`src/rtl/mips_pkg.sv`:
```
// Shared widths and loader state encoding for the boot program loader.
package mips_pkg;

    localparam int DEFAULT_ADDR_WIDTH = 8;
    localparam int DEFAULT_DATA_WIDTH = 32;

    typedef enum logic [1:0] {
        IDLE   = 2'b00,
        PRIME  = 2'b01,
        STREAM = 2'b10,
        DONE   = 2'b11
    } loader_state_t;

endpackage

```
`src/rtl/program_loader_if.sv`:
```
// Boot-ROM read port and instruction-memory write port driven by the loader.
interface program_loader_if
    import mips_pkg::*;
#(
    parameter int ADDR_WIDTH = DEFAULT_ADDR_WIDTH,
    parameter int DATA_WIDTH = DEFAULT_DATA_WIDTH
);

    logic [ADDR_WIDTH-1:0] romAddr;
    logic [DATA_WIDTH-1:0] romData;
    logic                  imemWriteEnable;
    logic [ADDR_WIDTH-1:0] imemAddr;
    logic [DATA_WIDTH-1:0] imemWriteData;

    modport master (
        output romAddr,
        input  romData,
        output imemWriteEnable,
        output imemAddr,
        output imemWriteData
    );

    modport slave (
        input  romAddr,
        output romData,
        input  imemWriteEnable,
        input  imemAddr,
        input  imemWriteData
    );

endinterface

```
`src/rtl/rising_edge_detect.sv`:
```
// One-flop history register; pulse is high for the first cycle a level is seen high.
module rising_edge_detect (
    input  logic clock,
    input  logic reset,
    input  logic level,
    output logic pulse
);

    logic level_q;

    // Clearing the history on reset makes a level held through reset count as an edge.
    always_ff @(posedge clock or posedge reset) begin
        if (reset) begin
            level_q <= 1'b0;
        end else begin
            level_q <= level;
        end
    end

    assign pulse = level & ~level_q;

endmodule

```
`src/rtl/program_loader.sv`:
```
// Copies PROG_WORDS words from the boot ROM into instruction memory on a start edge.
module program_loader
    import mips_pkg::*;
#(
    parameter int ADDR_WIDTH = DEFAULT_ADDR_WIDTH,
    parameter int DATA_WIDTH = DEFAULT_DATA_WIDTH,
    parameter int PROG_WORDS = 64
) (
    input  logic                  clock,
    input  logic                  reset,
    input  logic                  startProgramLoading,
    program_loader_if.master      mem,
    output logic                  loadBusy,
    output logic                  programLoaded,
    output logic [ADDR_WIDTH:0]   wordCount,
    output logic [DATA_WIDTH-1:0] loadChecksum
);

    localparam logic [ADDR_WIDTH-1:0] LAST_ADDR  = ADDR_WIDTH'(PROG_WORDS - 1);
    localparam logic [ADDR_WIDTH:0]   LAST_COUNT = (ADDR_WIDTH + 1)'(PROG_WORDS - 1);

    logic start_pulse;

    loader_state_t         state,     state_next;
    logic [ADDR_WIDTH-1:0] rom_addr,  rom_addr_next;
    logic                  we,        we_next;
    logic [ADDR_WIDTH-1:0] imem_addr, imem_addr_next;
    logic [DATA_WIDTH-1:0] imem_data, imem_data_next;
    logic                  busy,      busy_next;
    logic                  loaded,    loaded_next;
    logic [ADDR_WIDTH:0]   count,     count_next;
    logic [DATA_WIDTH-1:0] checksum,  checksum_next;

    rising_edge_detect u_start_edge (
        .clock (clock),
        .reset (reset),
        .level (startProgramLoading),
        .pulse (start_pulse)
    );

    always_ff @(posedge clock or posedge reset) begin
        if (reset) begin
            state     <= IDLE;
            rom_addr  <= '0;
            we        <= 1'b0;
            imem_addr <= '0;
            imem_data <= '0;
            busy      <= 1'b0;
            loaded    <= 1'b0;
            count     <= '0;
            checksum  <= '0;
        end else begin
            state     <= state_next;
            rom_addr  <= rom_addr_next;
            we        <= we_next;
            imem_addr <= imem_addr_next;
            imem_data <= imem_data_next;
            busy      <= busy_next;
            loaded    <= loaded_next;
            count     <= count_next;
            checksum  <= checksum_next;
        end
    end

    always_comb begin
        state_next     = state;
        rom_addr_next  = rom_addr;
        we_next        = 1'b0;
        imem_addr_next = imem_addr;
        imem_data_next = imem_data;
        busy_next      = busy;
        loaded_next    = loaded;
        count_next     = count;
        checksum_next  = checksum;

        case (state)
            IDLE, DONE: begin
                if (state == DONE) begin
                    busy_next   = 1'b0;
                    loaded_next = 1'b1;
                end
                if (start_pulse) begin
                    state_next    = PRIME;
                    rom_addr_next = '0;
                    busy_next     = 1'b1;
                    loaded_next   = 1'b0;
                    count_next    = '0;
                    checksum_next = '0;
                end
            end

            // ROM word 0 is in flight; the address may move on to word 1.
            PRIME: begin
                if (rom_addr < LAST_ADDR) begin
                    rom_addr_next = rom_addr + ADDR_WIDTH'(1);
                end
                state_next = STREAM;
            end

            STREAM: begin
                we_next        = 1'b1;
                imem_addr_next = count[ADDR_WIDTH-1:0];
                imem_data_next = mem.romData;
                count_next     = count + (ADDR_WIDTH + 1)'(1);
                checksum_next  = checksum + mem.romData;
                if (rom_addr < LAST_ADDR) begin
                    rom_addr_next = rom_addr + ADDR_WIDTH'(1);
                end
                if (count == LAST_COUNT) begin
                    state_next = DONE;
                end
            end

            default: state_next = IDLE;
        endcase
    end

    assign mem.romAddr         = rom_addr;
    assign mem.imemWriteEnable = we;
    assign mem.imemAddr        = imem_addr;
    assign mem.imemWriteData   = imem_data;
    assign loadBusy            = busy;
    assign programLoaded       = loaded;
    assign wordCount           = count;
    assign loadChecksum        = checksum;

endmodule

```
`src/flat_wrapper.sv`:
```
// flat-port wrapper written by rule: the top's interface ports become plain ports
module program_loader_flat import mips_pkg::*;
#(
    parameter int ADDR_WIDTH = DEFAULT_ADDR_WIDTH,
    parameter int DATA_WIDTH = DEFAULT_DATA_WIDTH,
    parameter int PROG_WORDS = 64
)
  (clock, reset, startProgramLoading, loadBusy, programLoaded, wordCount, loadChecksum, mem_romAddr, mem_romData, mem_imemWriteEnable, mem_imemAddr, mem_imemWriteData);
  program_loader_if #(.ADDR_WIDTH(ADDR_WIDTH), .DATA_WIDTH(DATA_WIDTH)) mem_i ();
  input  logic clock;
  input  logic reset;
  input  logic startProgramLoading;
  output logic loadBusy;
  output logic programLoaded;
  output logic [ADDR_WIDTH:0] wordCount;
  output logic [DATA_WIDTH-1:0] loadChecksum;
  output wire logic [$bits(mem_i.romAddr)-1:0] mem_romAddr;
  input wire logic [$bits(mem_i.romData)-1:0] mem_romData;
  output wire logic [$bits(mem_i.imemWriteEnable)-1:0] mem_imemWriteEnable;
  output wire logic [$bits(mem_i.imemAddr)-1:0] mem_imemAddr;
  output wire logic [$bits(mem_i.imemWriteData)-1:0] mem_imemWriteData;
  assign mem_romAddr = mem_i.romAddr;
  assign mem_i.romData = mem_romData;
  assign mem_imemWriteEnable = mem_i.imemWriteEnable;
  assign mem_imemAddr = mem_i.imemAddr;
  assign mem_imemWriteData = mem_i.imemWriteData;
  program_loader #(.ADDR_WIDTH(ADDR_WIDTH), .DATA_WIDTH(DATA_WIDTH), .PROG_WORDS(PROG_WORDS)) u_core (.clock(clock), .reset(reset), .startProgramLoading(startProgramLoading), .mem(mem_i), .loadBusy(loadBusy), .programLoaded(programLoaded), .wordCount(wordCount), .loadChecksum(loadChecksum));
endmodule
```
`config.mk`:
```
export PLATFORM = sky130hd
export DESIGN_NAME = program_loader_flat
export DESIGN_NICKNAME = d
export VERILOG_FILES = /design/src/rtl/mips_pkg.sv /design/src/rtl/program_loader_if.sv /design/src/rtl/rising_edge_detect.sv /design/src/rtl/program_loader.sv /design/src/flat_wrapper.sv
export SDC_FILE = /design/constraint.sdc
export NUM_CORES = 1
export LEC_CHECK = 0
export ABC_AREA = 1
export CORE_MARGIN = 5
export CORE_UTILIZATION = 45
export DETAILED_ROUTE_END_ITERATION = 12
export PLACE_DENSITY_LB_ADDON = 0.3
export SKIP_LAST_GASP = 1
export SLEW_MARGIN = 20
export SYNTH_ARGS = -nofsm -noshare
export SYNTH_HDL_FRONTEND = slang
export SYNTH_SLANG_ARGS = --single-unit
```
`constraint.sdc`:
```
create_clock -name clock -period 4 [get_ports clock]
set_clock_uncertainty 0.05 [all_clocks]
set_input_delay 0.4 -clock clock [delete_from_list [all_inputs] [get_ports clock]]
set_output_delay 0.4 -clock clock [all_outputs]
set_load 0.02 [all_outputs]
```
## After elaboration in Yosys (flattened, before gate mapping)

Index checks and enable logic that the tools add are counted.

| storage, ports and cells | value |
|---|---|
| register bits after elaboration | 95 |
| input bits | 35 |
| output and inout bits | 92 |

| operators by class | value |
|---|---|
| mux-type cells | 15 |
| equal/unequal tests | 7 |
| reduce and logical (&&, ||, !) cells | 9 |
| bitwise logic cells | 2 |
| add/subtract/negate cells | 3 |
| order comparisons | 1 |

Operators with widths:

| cell | count |
|---|---|
| $pmux 32 s2 | 1 |
| $add 32x32->32 | 1 |
| $mux 32 | 1 |
| $pmux 9 s2 | 1 |
| $mux 8 | 2 |
| $pmux 8 s2 | 1 |
| $add 9x1->9 const B | 1 |
| $eq 9x6->1 const B | 1 |
| $mux 9 | 1 |
| $add 8x1->8 const B | 1 |
| $lt 8x6->1 const B | 1 |
| $reduce_and 2->1 | 4 |
| $ne 2x1->1 const B | 3 |
| $pmux 2 s3 | 1 |
| $mux 1 | 5 |
| $eq 2x2->1 const B | 2 |
| $mux 2 | 2 |
| $reduce_bool 2->1 | 2 |
| $reduce_or 2->1 | 2 |
| $eq 2x1->1 const B | 1 |
| $logic_not 2->1 | 1 |
| $and 1x1->1 | 1 |
| $not 1->1 | 1 |

## Logic depth before layout (Yosys ltp)

Gate-level depths: netlist of the first run.

| logic depth | value |
|---|---|
| depth after elaboration | 4 |
| mapped depth | 14 |
| mapped depth without buffers | 14 |

## Hierarchy

Synthesis of the first run repeated with hierarchy kept, for this count alone.

| unflattened totals | value |
|---|---|
| cell total of the unflattened synthesis | 915 |
| area, all modules | 6105.9 um^2 |

By module, submodules not included:

| module | area each (um^2) | cells an instance | times used | sequential area each (um^2) |
|---|---|---|---|---|
| program_loader | 6067.1 | 911 | 1 | 2352.3 |
| rising_edge_detect | 38.8 | 4 | 1 | 25.0 |

## Least setup slack after synthesis of the first run

OpenSTA, ideal clock, no wires.

| timing | value |
|---|---|
| path kind | register -> register |
| start point | reg u_core.checksum[0] (netlist: u_core.loadChecksum[0]) |
| end point | reg u_core.checksum[16] (netlist: u_core.loadChecksum[16]) |
| setup time | 121 ps |
| data required time | 3829 ps |
| cell stages (with the launch flop) | 14 |
| slack | 2016 ps |
| data arrival time | 1813 ps |
| path through | dfrtp_1 -> ha_1 -> inv_1 -> fa_1 -> inv_1 -> nand3_1 -> nand3_1 -> nand2_1 -> nand2_1 -> nand3_1 -> nand2_1 -> nand2_1 -> nand2_1 -> o21ai_1 |

| between the ends | value |
|---|---|
| cells in the longest elaborated chain, start to end | 2 |

Ends and longest elaborated chain:

| element | RTL line | RTL |
|---|---|---|
| start, declared | program_loader.sv:32 | `logic [DATA_WIDTH-1:0] checksum, checksum_next;` |
| start signal, assigned | program_loader.sv:61 | `checksum <= checksum_next;` |
| $add 32x32->32 | program_loader.sv:105 | `checksum_next = checksum + mem.romData;` |
| $pmux 32 s2 | program_loader.sv:76 | `case (state)` |

No other way between the ends.
A chain may end at the register's enable or synchronous reset.

## Final worst setup path of the first run

| timing | value |
|---|---|
| start point | reg u_core.state[0] |
| end point | reg u_core.state[0] |

| between the ends | value |
|---|---|
| cells in the longest elaborated chain, start to end | 4 |
| elaborated cells between the ends (all ways) | 9 |

Ends and longest elaborated chain:

| element | RTL line | RTL |
|---|---|---|
| start, declared | program_loader.sv:24 | `loader_state_t state, state_next;` |
| start signal, assigned | program_loader.sv:53 | `state <= state_next;` |
| $eq 2x2->1 or $logic_not 2->1 (tied branches) | program_loader.sv:76 |  |
| $reduce_or 2->1 | program_loader.sv:76 |  |
| $ne 2x1->1 (no line) | - |  |
| $reduce_and 2->1 (no line) | - |  |

Parallel ways exist; a longest one is shown, timed or not.

==> key figures, run 1 <==
Clocking
  • TritonCTS clock tree: done
  • Clk root buf: clkbuf_16
  • Sink Count: 95
  • Skew-Pair Late Insertion Delay: 350 ps
  • PostCTS Resize Cnt: 0
  • Clk pin slew, worst setup/hold paths: 70 ps
  • CTS Hold Bufs: 0
  • H-tree levels: 3
  • CTS Buf Count: 9
  • # Post-CTS Setup Buffers: 0
  • Max clock buf depth: 2

Synth
  • Post-synth top cells: nand2_1 (405), inv_1 (138), dfrtp_1 (95)
  • Post-synthesis cell type count: 43
  • EDFF count, synth: 0
  • Post-synthesis async set-or-reset flop share: 100.0%
  • Leading area contributor after synthesis: dfrtp_1
  • Ys flop type: dfrtp_1
  • Synth Warn #: 0
  • Top cells by area, synth: dfrtp_1 (38%), nand2_1 (25%), inv_1 (8.4%)
  • Seq/Total Area, Yosys: 38.40%
  • Syn Inst Count: 913
  • Most instantiated library cell after synthesis: nand2_1
  • Mapped Area: 6191 um2
  • Synth Area per Inst: 6.781 um2
  • Syn nets: 985
  • Seq cells post-synth: 95
  • Share of the synthesized area in the top cell type: 38.40%

Critical path
  • CP Launch Type: flop
  • Critical Path AT: 2530 ps
  • CP Max Fanout: 46
  • Worst EP required: 4180 ps
  • CP Capture Type: flop
  • Kind of critical path: flop to flop

Layout
  • Cell Count, Final, Fillers Out: 1221
  • # diodes: 0
  • Layout area overhead: 28.27%
  • Multi-input gate area: 3207 um2
  • Share of layout cells above drive strength 1: 5.933%
  • Register area: 2377 um2
  • Layout fillers: 1303
  • Fin nets: 1112

STA
  • Final setup viols: 0
  • Final Max Tran Viols: 0
  • Fmax: 426.9 MHz
  • Setup TNS: 0 ps
  • Final Critical Period: 2342 ps
  • Slew @ Worst Pin: 814.1 ps
  • Worst slew margin: 45.65%
  • Final Hold Viols: 0
  • RSZ-0062 raised after global routing: false
  • Period utilisation layout: 58.56%

Global routing
  • Largest net degree at the start of global routing: 48
  • First-pass GRT wire length: 27770 um
  • Number of global-route vias before repair: 5683
  • Met1 GRT Util: 29.62%
  • Met2 usage: 33.38%
  • GRT met3 Usage: 3.130%
  • Initial antenna violation count: 0
  • Global route total overflow: 0
  • GRT Total Usage: 21.06%
  • Top Usage Layer GRT: met2

Drt
  • DR WL/cell: 13.72 um
  • Pre-antenna DRT Iters: 5
  • Detail Route Antenna Nets: 0
  • Drt total wl: 16750 um
  • Initial drt markers: 428
  • Drt via density: 4.889
  • DR DRC count: 0
  • Vias: 5970

Power
  • Max IR drop VDD: 281.1 uV
  • Power density over cell area: 626.2 nW/um2
  • P_leak: 4.269 nW

Die
  • Row Count: 42
  • Width of the die: 127.3 um
  • Die ar.: 16200 um2
  • Initial Util: 46.38%
  • Count of boundary I/O pins: 127
  • Core area: 13350 um2
  • Die H: 127.3 um

Placed design
  • Detailed placement HPWL: 12760 um
  • Port Buffers: 126
  • Routability cong.: 0.9284
  • Post-Place Cells: 1205

Run status
  • Status: complete, no violations

Worst hold path
  • Hold Crit Class: input port to async pin

Job
  • Max Cap Viol: 0
[area by class of cell]
type	instances	area share, %
Clock buffer	11	3.057
Clock inverter	5	0.7248
Timing Repair Buffer	130	16.26
Inverter	144	6.869
Multi-Input combinational cell	660	40.38
Sequential cell	95	29.94
Tap cell	176	2.773
[worst paths after layout]
check	to	slack [ps]	depth (start not counted)	startpoint
max	u_core.state[0]	1660	8	u_core.state[0]
max reg2reg	u_core.state[0]	1660	8	u_core.state[0]
min	u_core.mem.imemAddr[0]	420	2	reset
min in group clock	u_core.mem.imemWriteData[15]	420	2	u_core.mem.imemWriteData[15]
min reg2reg	u_core.mem.imemWriteData[15]	420	2	u_core.mem.imemWriteData[15]
max in group asynchronous	u_core.mem.imemWriteData[7]	2690	3	reset
[logic make-up after synthesis]
family / share of synthesized area (%)
flops: 38.40
buf+inv: 9.802
simple gates: 37.05
compound gates: 6.871
xor+xnor: 0.2830
fa+ha+maj: 7.599
[metrics by stage]
step / hold WS (ps) / utilization, % / setup slack (ps) / power [W] / instance area (um2)
after global placement: 402.1 / 57.25 / 1390 / 0.004046 / 7641
final: 420.5 / 59.50 / 1658 / 0.004973 / 7941
after floorplan: 381.4 / - / 1073 / 0.003173 / 6191
after detailed placement: 408.9 / 57.25 / 1331 / 0.004078 / 7641
after global routing: 452.8 / 59.50 / 1404 / 0.005404 / 7941
after CTS: 425.5 / 59.50 / 1590 / 0.004983 / 7941
[worst max-delay path: stages (launching register included)]
cell and delay [ps]:
dfrtp_1 420, inv_1 70, ha_1 170, buf_4 420, inv_2 450, a41oi_1 360, nor2_1 120, nor2_1 110
a21oi_1 50
[flip-flops by register name (all words and copies together) (netlist names)]
register / cells
u_core.loadChecksum: 32
u_core.mem.imemWriteData: 32
u_core.wordCount: 9
u_core.mem.imemAddr: 8
u_core.mem.romAddr: 8
u_core.state: 2
u_core.loadBusy: 1
u_core.mem.imemWriteEnable: 1
u_core.programLoaded: 1
u_core.u_start_edge.level_q: 1
[placed cells by master, fill, tap and decap left out, types with 2 or more instances in the layout]
master	instances
o22ai_1	2
o21ai_0	19
nand3_1	40
nand2_1	405
nand3b_1	3
nand4_1	3
o31ai_1	2
o21bai_1	4
nor2_1	47
buf_4	4
nand2_2	16
a21oi_1	36
clkdlybuf4s50_1	126
clkinvlp_4	3
a22o_1	2
nor3b_1	2
nor2_4	2
o21ai_1	3
nor2_2	7
nor3_1	7
clkbuf_16	9
inv_4	2
dfrtp_1	95
nor3_2	2
inv_1	137
ha_1	36
nand3_2	5
a32o_1	3
inv_2	5
[layer usage]
layer  vias to the layer above  part of all wire (%)
met2                       155                    45
met5                         -                     0
met4                         0                   1.8
met1                      2721                    48
met3                        21                   5.4
li1                       3073                     -
[power by group]
| group | switching, W | leakage, nW | internal, W |
|---|---|---|---|
| Clock | 0.000386 | 0.138 | 0.000501 |
| Combinational | 0.00169 | 3.05 | 0.00106 |
| Sequential | 0.000171 | 1.08 | 0.00116 |
| Total | 0.00225 | 4.27 | 0.00272 |
Note: power is estimated with default switching activity, not from simulation.
==> run 2, diff against run 1 <==
clock period = 2.07 ns   (was 4 ns; I/O delays follow)
==> key figures, run 2 (synthesis gave the netlist of run 1 again) <==
Drt
  • Drt via density: 4.894 (about the same)
  • Initial drt markers: 514 (+20%)
  • DR WL/cell: 13.75 um (+0.25%)
  • DR DRC count: 0 (unchanged)
  • Detail Route Antenna Nets: 0 (unchanged)
  • Vias: 6206 (+4.0%)
  • Pre-antenna DRT Iters: 5 (unchanged)
  • Drt total wl: 17440 um (+4.1%)

Clocking
  • TritonCTS clock tree: done
  • Max clock buf depth: 2 (unchanged)
  • H-tree levels: 3 (unchanged)
  • Clk pin slew, worst setup/hold paths: 70 ps (about the same)
  • Skew-Pair Late Insertion Delay: 350 ps (about the same)
  • CTS Buf Count: 9 (unchanged)
  • CTS Hold Bufs: 0 (unchanged)
  • Clk root buf: clkbuf_16
  • Sink Count: 95 (unchanged)

Layout
  • Final Util: 62.78% (+3.3 points)
  • Fin nets: 1160 (+4.3%)
  • Layout area overhead: 35.35%
  • Commonest non-fill, non-tap cell in the layout: nand2_1
  • Design Area, Final: 8379 um2 (+5.5%)
  • Commonest non-fill, non-tap cells in the layout: nand2_1 (404), inv_1 (136), clkdlybuf4s50_1 (126), dfrtp_1 (95), buf_4 (49)
  • # diodes: 0 (unchanged)
  • Share of layout cells above drive strength 1: 10.81% (+4.9 points)

Die
  • Initial Util: 46.38% (unchanged)
  • Die H: 127.3 um (unchanged)
  • Count of boundary I/O pins: 127 (unchanged)
  • Die ar.: 16200 um2 (unchanged)
  • Core area: 13350 um2 (unchanged)
  • Width of the die: 127.3 um (unchanged)
  • Row Count: 42 (unchanged)

Global routing
  • Top Usage Layer GRT: met2
  • Initial antenna violation count: 0 (unchanged)
  • Global route total overflow: 0 (unchanged)
  • GRT Total Usage: 21.51% (+0.46 points)
  • Number of global-route vias before repair: 5681 (-0.035%)
  • GRT met3 Usage: 3.047% (-0.083 points)
  • Met1 GRT Util: 30.66% (+1.0 points)
  • Met2 usage: 33.63% (+0.25 points)
  • First-pass GRT wire length: 28120 um (+1.3%)
  • Largest net degree at the start of global routing: 27 (-44%)

Critical path
  • CP Launch Type: flop
  • Worst EP required: 2260 ps (-1920 ps)
  • Kind of critical path: flop to flop
  • CP Capture Type: flop
  • Critical Path AT: 2130 ps (-400 ps)
  • CP Max Fanout: 6 (-87%)

Placed design
  • Place WS: -313.1 ps (-1644 ps)
  • Area after DPL: 8018 um2 (+4.9%)
  • Port Buffers: 126 (unchanged)
  • Detailed placement HPWL: 13680 um (+7.2%)
  • Routability cong.: 0.9453 (+1.8%)

STA
  • Final setup margin: 130.4 ps (-1527 ps)
  • Setup TNS: 0 ps (unchanged)
  • Period utilisation layout: 93.70% (+35 points)
  • Slew @ Worst Pin: 479.8 ps (-334.3 ps)
  • Final Hold Viols: 0 (unchanged)
  • Final Critical Period: 1940 ps (-402.8 ps)
  • Fmax: 515.6 MHz (+21%)
  • Final Max Tran Viols: 0 (unchanged)
  • Worst hold slack: 115.4 ps (-305.1 ps)
  • Final setup viols: 0 (unchanged)
  • Worst slew margin: 67.89% (+22 points)

Power
  • Power density over cell area: 1215 nW/um2 (+94%)
  • Max IR drop VDD: 581.3 uV (+110%)
  • P_leak: 4.517 nW (+5.8%)

Worst hold path
  • Hold Crit Class: input port to async pin

Run status
  • Status: complete, no violations

Job
  • Max Cap Viol: 0 (unchanged)
-- run 2: cell count changes in the layout (fill, tap and decap cells not counted), moves of 2 or more --
cell,change
buf_12,+3
inv_6,+2
ha_4,+3
ha_1,-5
ha_2,+2
buf_4,+45
clkinvlp_4,-2
-- run 2: per-layer routing --
metal,routed length (um),part of all wire [%]
met4,403,2.3
met1,8281,47
met3,1004,5.8
met5,0,0
met2,7748,44
-- run 2: timing repair --
item	in CTS	in global routing
gates resized for setup	0	11
setup buffers	0	3
endpoints found under the setup margin	0	27
-- run 2: worst paths after layout --
path                                         startpoint                            to  slack (ps)  depth (start not counted)
hold reg to reg            u_core.mem.imemWriteData[29]  u_core.mem.imemWriteData[29]         420                          2
hold / removal                                    reset        u_core.mem.imemAddr[5]         120                          2
min in group clock                  startProgramLoading   u_core.u_start_edge.level_q         300                          1
setup reg to reg                 u_core.loadChecksum[2]        u_core.loadChecksum[4]         130                          7
setup / recovery                 u_core.loadChecksum[2]        u_core.loadChecksum[4]         130                          7
max in group asynchronous                         reset  u_core.mem.imemWriteData[10]        1300                          3
-- run 2: critical path, cell delays in order, from the launching register on --
cell,delay (ps)
dfrtp_1,410
ha_1,370
buf_4,170
nand3_1,90
nand3_2,110
buf_4,160
or2_2,260
a32o_1,220
-- run 2: layout make-up --
cell class,count,area [um2]
multi-input combinational,660,3259
fill,1264,4969
timing repair buffer,178,1689
inverter,144,546.8
tap,176,220.2
clock inverter,5,57.56
clock buffer,10,229.0
sequential,95,2377
-- run 2: where the power goes --
| group | switching [W] | internal (W) |
|---|---|---|
| Combinational | 0.00342 | 0.00252 |
| Clock | 0.000743 | 0.000936 |
| Sequential | 0.000326 | 0.00224 |
| Total | 0.00449 | 0.00569 |
-- run 2: per-stage QoR --
stage                     cells  total power, W
after floorplan             913        0.006131
after global placement     1250        0.008315
after detailed placement   1250        0.008386
after CTS                  1265         0.01011
after global routing       1268         0.01099
final                      1268         0.01018
==> run 3, diff against run 2 <==
CORE_UTILIZATION = 30   (was 45)
==> key figures, run 3 (synthesis gave the netlist of run 1 again) <==
Run status
  • Status: complete, no violations

STA
  • Period utilisation layout: 93.33% (-0.37 points)
  • Final Hold Viols: 0 (unchanged)
  • Worst hold slack: 120.9 ps (+5.454 ps)
  • Final Critical Period: 1932 ps (-7.605 ps)
  • Final setup viols: 0 (unchanged)
  • Final Max Tran Viols: 0 (unchanged)
  • Fmax: 517.6 MHz (+0.39%)
  • Slew @ Worst Pin: 494.4 ps (+14.58 ps)
  • Worst slew margin: 66.92% (-0.98 points)

Global routing
  • Number of global-route vias before repair: 5855 (+3.1%)
  • Largest net degree at the start of global routing: 61 (+130%)
  • Global route total overflow: 0 (unchanged)
  • First-pass GRT wire length: 30490 um (+8.4%)
  • Initial antenna violation count: 0 (unchanged)
  • GRT Total Usage: 15.96% (-5.6 points)

Clocking
  • CTS Hold Bufs: 0 (unchanged)
  • CTS Buf Count: 9 (unchanged)
  • TritonCTS clock tree: done
  • Skew-Pair Late Insertion Delay: 360 ps (about the same)
  • Clk pin slew, worst setup/hold paths: 80 ps (about the same)
  • Sink Count: 95 (unchanged)
  • Max clock buf depth: 2 (unchanged)
  • H-tree levels: 3 (unchanged)
  • Clk root buf: clkbuf_16

Drt
  • Pre-antenna DRT Iters: 5 (unchanged)
  • DR WL/cell: 13.88 um (+0.94%)
  • Drt total wl: 18920 um (+8.5%)
  • Initial drt markers: 270 (-47%)
  • Detail Route Antenna Nets: 0 (unchanged)
  • Drt via density: 4.382 (-10%)
  • Vias: 5972 (-3.8%)
  • DR DRC count: 0 (unchanged)

Die
  • Die ar.: 23610 um2 (+46%)
  • Core area: 20300 um2 (+52%)
  • Die H: 153.7 um (+21%)
  • Initial Util: 30.50% (-16 points)
  • Count of boundary I/O pins: 127 (unchanged)
  • Row Count: 52 (+24%)
  • Width of the die: 153.7 um (+21%)

Critical path
  • Worst EP required: 2270 ps (about the same)
  • Kind of critical path: flop to flop
  • CP Max Fanout: 22 (+16)
  • Critical Path AT: 2130 ps (about the same)
  • CP Launch Type: flop
  • R2R setup slack: 140 ps (about the same)
  • CP Capture Type: flop

Placed design
  • Post-Place Cells: 1343 (+7.4%)
  • Routability cong.: 0.8873 (-6.1%)
  • Detailed placement HPWL: 14770 um (+8.0%)
  • Port Buffers: 126 (unchanged)

Layout
  • Layout area overhead: 38.97%
  • Commonest non-fill, non-tap cell in the layout: nand2_1
  • Cell Count, Final, Fillers Out: 1363 (+7.5%)
  • Layout fillers: 2088 (+65%)
  • Fin nets: 1160 (unchanged)
  • # diodes: 0 (unchanged)
  • Commonest non-fill, non-tap cells in the layout: nand2_1 (405), inv_1 (136), clkdlybuf4s50_1 (126), dfrtp_1 (95), buf_4 (48)
  • Share of layout cells above drive strength 1: 11.34% (+0.54 points)

Power
  • Power density over cell area: 1241 nW/um2 (+2.2%)
  • P_leak: 4.551 nW (+0.74%)
  • Max IR drop VDD: 473.7 uV (-19%)

Worst hold path
  • Hold Crit Class: input port to async pin

Job
  • Max Cap Viol: 0 (unchanged)
==> run 3: per-layer routing <==
metal	vias to the layer above	part of all wire, %	track usage [%]
met5	-	0	0
met4	0	1.3	3.953
met3	15	5.7	3.626
met2	137	44	25.55
met1	2661	49	21.95
li1	3159	-	-
==> run 3: worst paths after layout <==
| path | startpoint | endpoint | cells after the start |
|---|---|---|---|
| min in group clock | startProgramLoading | u_core.u_start_edge.level_q | 1 |
| hold reg to reg | u_core.mem.imemWriteData[18] | u_core.mem.imemWriteData[18] | 2 |
| setup reg to reg | u_core.state[0] | u_core.loadChecksum[4] | 8 |
| setup / recovery | u_core.state[0] | u_core.loadChecksum[4] | 8 |
| hold / removal | reset | u_core.mem.imemAddr[1] | 2 |
| max in group asynchronous | reset | u_core.loadChecksum[28] | 3 |
==> run 3: critical path, cell delays in order, from the launching register on <==
cell	delay, ps
dfrtp_1	400
inv_1	60
ha_1	340
nand2_1	100
nand2_2	130
buf_4	230
inv_1	100
buf_12	170
a32o_1	250
==> run 3: per-stage QoR <==
step / setup slack (ps) / util (%) / cell area (um2) / TNS [ps] / total power, W
6_report: 138.0 / 42.38 / 8603 / 0 / 0.01068
5_1_grt: -0.8125 / 42.38 / 8603 / -0.8125 / 0.01164
4_1_cts: 48.65 / 41.83 / 8491 / 0 / 0.01060
3_5_place_dp: -286.0 / 40.10 / 8140 / -4197 / 0.008517
3_3_place_gp: -273.5 / 40.10 / 8140 / -3975 / 0.008466
2_1_floorplan: 85.65 / - / 6195 / 0 / 0.006131
==> run 3: cell type report <==
| class | instances | area [um2] | area share, % |
|---|---|---|---|
| inverter | 144 | 546.8 | 6.355 |
| sequential | 95 | 2377 | 27.63 |
| tap | 270 | 337.8 | 3.927 |
| timing repair buffer | 178 | 1702 | 19.78 |
| multi-input combinational | 660 | 3289 | 38.23 |
| clock inverter | 7 | 125.1 | 1.454 |
| clock buffer | 9 | 225.2 | 2.618 |
==> run 3: where the power goes <==
group	switching (W)	internal [W]	leakage (nW)	total, W
clock	0.000822	0.00120	0.171	0.00202
sequential	0.000344	0.00224	1.08	0.00258
combinational	0.00347	0.00261	3.30	0.00608
total	0.00463	0.00604	4.55	0.0107
==> run 3: what timing repair did <==
item	4_1_cts	5_1_grt
endpoints found under the setup margin	0	19
setup buffers	0	4
gates resized for setup	0	16
